File: config.mk
export PLATFORM = sky130hd
export DESIGN_NAME = ifetch_ctrl
export DESIGN_NICKNAME = d
export VERILOG_FILES = /design/src/rtl/ifetch_ctrl_pkg.sv /design/src/rtl/ifetch_ctrl_pc_sel.sv /design/src/rtl/ifetch_ctrl.sv
export SDC_FILE = /design/constraint.sdc
export NUM_CORES = 1
export LEC_CHECK = 0
export BUFFER_PORTS_ARGS = -buffer_cell sky130_fd_sc_hd__clkbuf_2
export CORE_AREA = 5 5 88 152
export CTS_CLUSTER_DIAMETER = 30
export DETAILED_ROUTE_END_ITERATION = 8
export DIE_AREA = 0 0 93 157
export GPL_ROUTABILITY_DRIVEN = 0
export PLACE_DENSITY = 0.79
export SLEW_MARGIN = 25
export SYNTH_ARGS = -nofsm -noshare
export SYNTH_HDL_FRONTEND = slang
export SYNTH_SLANG_ARGS = --single-unit
File: constraint.sdc
create_clock -name clk -period 2.6 [get_ports clk]
set_clock_uncertainty 0.2 [all_clocks]
set_input_delay 0.52 -clock clk [delete_from_list [all_inputs] [get_ports clk]]
set_output_delay 0.52 -clock clk [all_outputs]
set_load 0.005 [all_outputs]
File: src/rtl/ifetch_ctrl_pkg.sv
// ifetch_ctrl_pkg
//   Shared definitions for the instruction-fetch sequencer and the
//   execute-side redirect logic: FSM state encoding, reset PC default,
//   instruction width, and the base-ISA major opcodes the decoder uses.
package ifetch_ctrl_pkg;

  localparam int INSTR_W = 32;
  localparam int XLEN    = 32;

  localparam logic [XLEN-1:0] RESET_PC_DEFAULT = 32'h0000_0000;

  // Fetch FSM encoding (kept as plain constants for legacy tools).
  localparam logic [1:0] ST_FETCH = 2'd0;
  localparam logic [1:0] ST_HOLD  = 2'd1;
  localparam logic [1:0] ST_ERR   = 2'd2;

  // Major opcodes (instr[6:0]) shared with the decoder.
  typedef logic [6:0] opcode_t;
  localparam opcode_t OPC_JAL    = 7'b110_1111;
  localparam opcode_t OPC_JALR   = 7'b110_0111;
  localparam opcode_t OPC_BRANCH = 7'b110_0011;
  localparam opcode_t OPC_LOAD   = 7'b000_0011;
  localparam opcode_t OPC_STORE  = 7'b010_0011;
  localparam opcode_t OPC_OP_IMM = 7'b001_0011;
  localparam opcode_t OPC_OP     = 7'b011_0011;

  // A fetch target is legal only on a 4-byte boundary.
  function automatic logic is_word_aligned(input logic [1:0] low_bits);
    return low_bits == 2'b00;
  endfunction

endpackage

File: src/rtl/ifetch_ctrl_pc_sel.sv
// ifetch_ctrl_pc_sel
//   Combinational next-PC selection for the fetch sequencer.
//   Ports:
//     pc          in   current PC
//     redirect    in   redirect pulse this cycle
//     redirect_pc in   redirect target
//     pend_valid  in   an earlier redirect target is waiting
//     pend_pc     in   that waiting target
//     next_pc     out  redirect_pc, else pend_pc, else pc+4 (wraps)
//     misaligned  out  redirect asserted with a non-word-aligned target
module ifetch_ctrl_pc_sel
  import ifetch_ctrl_pkg::*;
#(
  parameter int PC_W = 32
) (
  input  logic [PC_W-1:0] pc,
  input  logic            redirect,
  input  logic [PC_W-1:0] redirect_pc,
  input  logic            pend_valid,
  input  logic [PC_W-1:0] pend_pc,
  output logic [PC_W-1:0] next_pc,
  output logic            misaligned
);

  logic [PC_W-1:0] seq_pc;

  // Unsigned add: the carry out of bit PC_W-1 is simply dropped, so the
  // last word of the address space wraps to 0.
  assign seq_pc = pc + PC_W'(4);

  // A redirect arriving this cycle always beats an older pending target.
  assign next_pc = redirect   ? redirect_pc :
                   pend_valid ? pend_pc     :
                                seq_pc;

  assign misaligned = redirect && !is_word_aligned(redirect_pc[1:0]);

endmodule

File: src/rtl/ifetch_ctrl.sv
// ifetch_ctrl
//   Instruction-fetch sequencer. Owns the PC, issues one instruction-memory
//   read at a time, latches the returned word into the IR for the decoder,
//   and holds it until execute consumes it. Handles branch/jump redirects,
//   including ones that land while a read is still stalled.
//   Ports:
//     clk, rst_n              clock / async active-low reset
//     mem_ren_I, mem_addr_I   read request and word address (pc[31:2])
//     mem_rdata_I             returned instruction word
//     mem_stall_I             memory busy; data valid when not stalled
//     ir, ir_pc, ir_valid     instruction register, its PC, valid flag
//     ex_ready                execute consumes ir this cycle
//     redirect, redirect_pc   one-cycle redirect pulse and its target
//     fetch_err               sticky misaligned-redirect error
module ifetch_ctrl
  import ifetch_ctrl_pkg::*;
#(
  parameter logic [31:0] RESET_PC = RESET_PC_DEFAULT,
  parameter int          PC_W     = 32
) (
  input  logic               clk,
  input  logic               rst_n,
  output logic               mem_ren_I,
  output logic [PC_W-3:0]    mem_addr_I,
  input  logic [INSTR_W-1:0] mem_rdata_I,
  input  logic               mem_stall_I,
  output logic [INSTR_W-1:0] ir,
  output logic [PC_W-1:0]    ir_pc,
  output logic               ir_valid,
  input  logic               ex_ready,
  input  logic               redirect,
  input  logic [PC_W-1:0]    redirect_pc,
  output logic               fetch_err
);

  logic [1:0]      state;
  logic [PC_W-1:0] pc;
  logic [PC_W-1:0] pend_pc;
  // In FETCH this is the flush flag (discard the outstanding word); in HOLD
  // it marks a redirect target waiting for execute to consume the IR.
  logic            flush;

  logic [PC_W-1:0] next_pc;
  logic            misaligned;

  ifetch_ctrl_pc_sel #(.PC_W(PC_W)) u_pc_sel (
    .pc          (pc),
    .redirect    (redirect),
    .redirect_pc (redirect_pc),
    .pend_valid  (flush),
    .pend_pc     (pend_pc),
    .next_pc     (next_pc),
    .misaligned  (misaligned)
  );

  // State is FETCH during reset, so the request is gated by rst_n directly.
  assign mem_ren_I  = rst_n && (state == ST_FETCH);
  assign mem_addr_I = pc[PC_W-1:2];
  assign ir_valid   = (state == ST_HOLD);
  assign fetch_err  = (state == ST_ERR);

  // NOTE: all state below updates with non-blocking assignments so every
  // register samples the pre-edge values of the others.
  always_ff @(posedge clk or negedge rst_n) begin
    if (!rst_n) begin
      state   <= ST_FETCH;
      pc      <= PC_W'(RESET_PC);
      pend_pc <= '0;
      flush   <= 1'b0;
      ir      <= '0;
      ir_pc   <= '0;
    end else begin
      case (state)
        ST_FETCH: begin
          if (misaligned) begin
            state <= ST_ERR;
            flush <= 1'b0;
          end else if (!mem_stall_I) begin
            if (flush || redirect) begin
              // Completed word belongs to the old path: drop it and refetch.
              pc    <= next_pc;
              flush <= 1'b0;
            end else begin
              ir    <= mem_rdata_I;
              ir_pc <= pc;
              state <= ST_HOLD;
            end
          end else if (redirect) begin
            // Request cannot be aborted; remember where to go once it ends.
            flush   <= 1'b1;
            pend_pc <= redirect_pc;
          end
        end

        ST_HOLD: begin
          if (misaligned) begin
            state <= ST_ERR;
            flush <= 1'b0;
          end else if (ex_ready) begin
            pc    <= next_pc;
            flush <= 1'b0;
            state <= ST_FETCH;
          end else if (redirect) begin
            flush   <= 1'b1;
            pend_pc <= redirect_pc;
          end
        end

        default: begin
          // ST_ERR (and any illegal encoding) parks until reset.
          state <= ST_ERR;
        end
      endcase
    end
  end

endmodule

==> results_dict.tcl <==
set metrics [dict create \
    status "finished clean" \
    die_area_um2 14600 \
    area_growth_pct 23.0 \
    cts_post_setup_buffers_inserted 0 \
    yosysWarnings 0 \
    vias_per_cell 5.85 \
    setup_viol 0 \
    max_stage_delay_ns 0.42 \
    fin_tns_setup_ns 0 \
    synth-seq-cells 131 \
    cpLargestDelayFamily "simple AND/OR/NAND/NOR gates" \
    crit_path_start_kind "flip-flop" \
    clk_pin_slew_worst_paths_ns 0.06 \
    grt_max_degree 132 \
    drive_above_1_share_pct 45.9 \
    worst_pin_slew_ns 0.724 \
    synth_compound_area_share_pct 13.6 \
    cp_data_arrival_time_ns 2.40 \
    rows 53 \
    synth-seq-area-share_pct 52.6 \
    avgSynthCellArea_um2 11.5 \
    insertion_delay_ns 0.41 \
    vias 4859 \
    slew_violations 0 \
    hold_viol 0 \
    root_buffer "clkbuf_16" \
    yosysUniqueCellTypes 46 \
    grt_pass1_vias 5067 \
    maxCapViolations 0 \
    hold_class "input pin to async pin" \
    synthArstFlopShare_pct 100 \
    cts_resized 0 \
    synth_edf_count 0 \
    worst_setup_path_end_kind "flip-flop" \
    finalCritPeriodShare_pct 87.5 \
    synth-xor-area-share_pct 0.141 \
    cts_sinks 131 \
    path_buf_inv 1 \
    synth_area_um2 6230 \
    io_buffers 165 \
    grt-ovfl-total 0 \
    start_util_pct 52.2 \
    fin_nets 749 \
    path_max_fanout 12 \
    grt_usage_pct 22.5 \
    cts_buffers 17 \
    wl_per_cell_um 19.2 \
    final_common_cell "clkbuf_2" \
    slew_headroom_pct 51.8 \
    power_density_nw_per_um2 730 \
    synth_nets 611 \
    n_fill_cell 989 \
    postRouteAntennaNets 0 \
    grt_first_pass_wirelength_mm 25.7 \
    clockBufferDepth 2 \
    die-height_um 157 \
    wirelength_mm 15.9 \
    period_minus_slack_ns 2.28 \
    post-route-util_pct 64.2 \
    rsz0062_at_grt "no" \
    io_pins 166 \
    fp.dieW_um 93 \
    dp_hpwl_mm 11.5 \
    synthFlopType "dfrtp_1" \
    fmaxAchievable_ghz 0.440 \
    cts_tree "built" \
    hold_buffers 0 \
    synthMuxAreaShare_pct 17.7 \
    drt_iter0_markers 309 \
    hold_ws_ns 0.0131 \
    synthSimpleGateAreaFrac_pct 9.34 \
    p_leak_nw 3.80 \
    antenna_found_initial 1 \
    htree_levels 4 \
    syn_inst 541 \
    synth-adder-area-share_pct 0.201 \
    drtPass1Iterations 5 \
    ir_worst_vdd_v 0.000507 \
    core_um2 11900 \
    layout_common_cells "clkbuf_2 (164), dfrtp_1 (131), mux2_2 (95)" \
    worstPathRequired_ns 2.73 \
    path_cells "ha_1, nand3_1, nor4_1, buf_4, nand4_1, o31a_1, o22ai_1" \
    route.detailed.drc 0 \
    critPathSlowestCell "nor4_1" \
    critPathKind "flip-flop to flip-flop" \
    synth_top_family_by_area "multiplexers" \
]
-- kinds of logic after synthesis --
group,Yosys count
muxes,98
DFF,131
AOI/OAI and AO/OA,130
and+or+nand+nor,107
xor gates and xnor gates,1
buffers and inverters,73
adders and majority gates,1
-- final timing paths --
| check | from | endpoint | slack (ns) | cells past startpoint |
|---|---|---|---|---|
| worst min-delay path | rst_n | ir_pc[9] | 0.01 | 2 |
| worst max register to register | pc[2] | pc[30] | 0.32 | 7 |
| worst min register to register | ir_pc[21] | ir_pc[21] | 0.30 | 1 |
| max in group asynchronous | rst_n | ir_pc[19] | 1.62 | 2 |
| min in group clk | mem_rdata_I[7] | ir[7] | 0.14 | 2 |
| worst max-delay path | pc[2] | pc[30] | 0.32 | 7 |
-- per-layer routing --
metal / share of wire, % / up-vias / routed length [um] / global-route usage, %
li1: - / 2224 / - / -
met1: 35 / 2375 / 5550 / 24.5
met2: 55 / 214 / 8790 / 40.2
met3: 5.8 / 46 / 920 / 4.97
met4: 4.3 / 0 / 685 / 12.3
met5: 0 / - / 0 / 0
-- power by group --
group / switching [W] / internal, W / leakage (nW) / total [W]
combinational: 0.000357 / 0.000352 / 1.77 / 0.000709
sequential: 0.000176 / 0.00223 / 1.73 / 0.00240
clock: 0.000877 / 0.00160 / 0.293 / 0.00248
-- stage by stage --
stage | std cells | total power, W | setup WS, ns | cell area [um^2]
6_report | 831 | 0.00559 | 0.325 | 7660
4_1_cts | 828 | 0.00564 | 0.312 | 7650
3_3_place_gp | 797 | 0.00310 | 0.343 | 7040
3_5_place_dp | 797 | 0.00315 | 0.334 | 7040
2_1_floorplan | 541 | 0.00282 | 0.358 | 6230
5_1_grt | 829 | 0.00585 | 0.129 | 7650
-- synthesized netlist by cell type (2+ instances only) --
cell / number / area share, %
nor4_1: 3 / 0.30
a41oi_1: 4 / 0.56
nor3b_1: 2 / 0.24
and3_1: 6 / 0.60
a22oi_1: 14 / 1.7
nor2_1: 33 / 2.0
nand2_1: 21 / 1.3
o21ai_0: 46 / 3.7
o31a_1: 7 / 0.98
dfrtp_1: 131 / 53
and2_1: 3 / 0.30
clkbuf_1: 20 / 1.2
nand3_4: 2 / 0.56
o22ai_1: 4 / 0.40
o2bb2ai_1: 5 / 0.70
nor2b_1: 5 / 0.50
and4_1: 4 / 0.56
nor3_1: 3 / 0.24
a31oi_1: 8 / 0.80
mux2i_1: 3 / 0.48
a22o_1: 13 / 1.8
nand4_1: 8 / 0.80
inv_1: 8 / 0.48
buf_4: 30 / 3.6
a222oi_1: 3 / 0.48
mux2_2: 95 / 17
buf_1: 3 / 0.18
buf_2: 12 / 0.96
and3_2: 2 / 0.24
nand3_1: 9 / 0.72
a21oi_1: 19 / 1.5
-- layout make-up --
type	count	area, um^2	share of cell area (%)
Antenna cell	3	7.51	0.0980
Clock buffer	18	429	5.60
Clock inverter	13	184	2.40
Inverter	8	30.0	0.392
Multi-Input combinational cell	337	2560	33.4
Sequential cell	131	3280	42.8
Tap cell	137	171	2.24
Timing Repair Buffer	184	1000	13.1
-- sequential cells by signal, summed over array words and instances (netlist names) --
signal / count
ir: 32
flush: 1
ir_pc: 32
state: 2
pc: 32
pend_pc: 32
(Power assumes the default switching activity.)
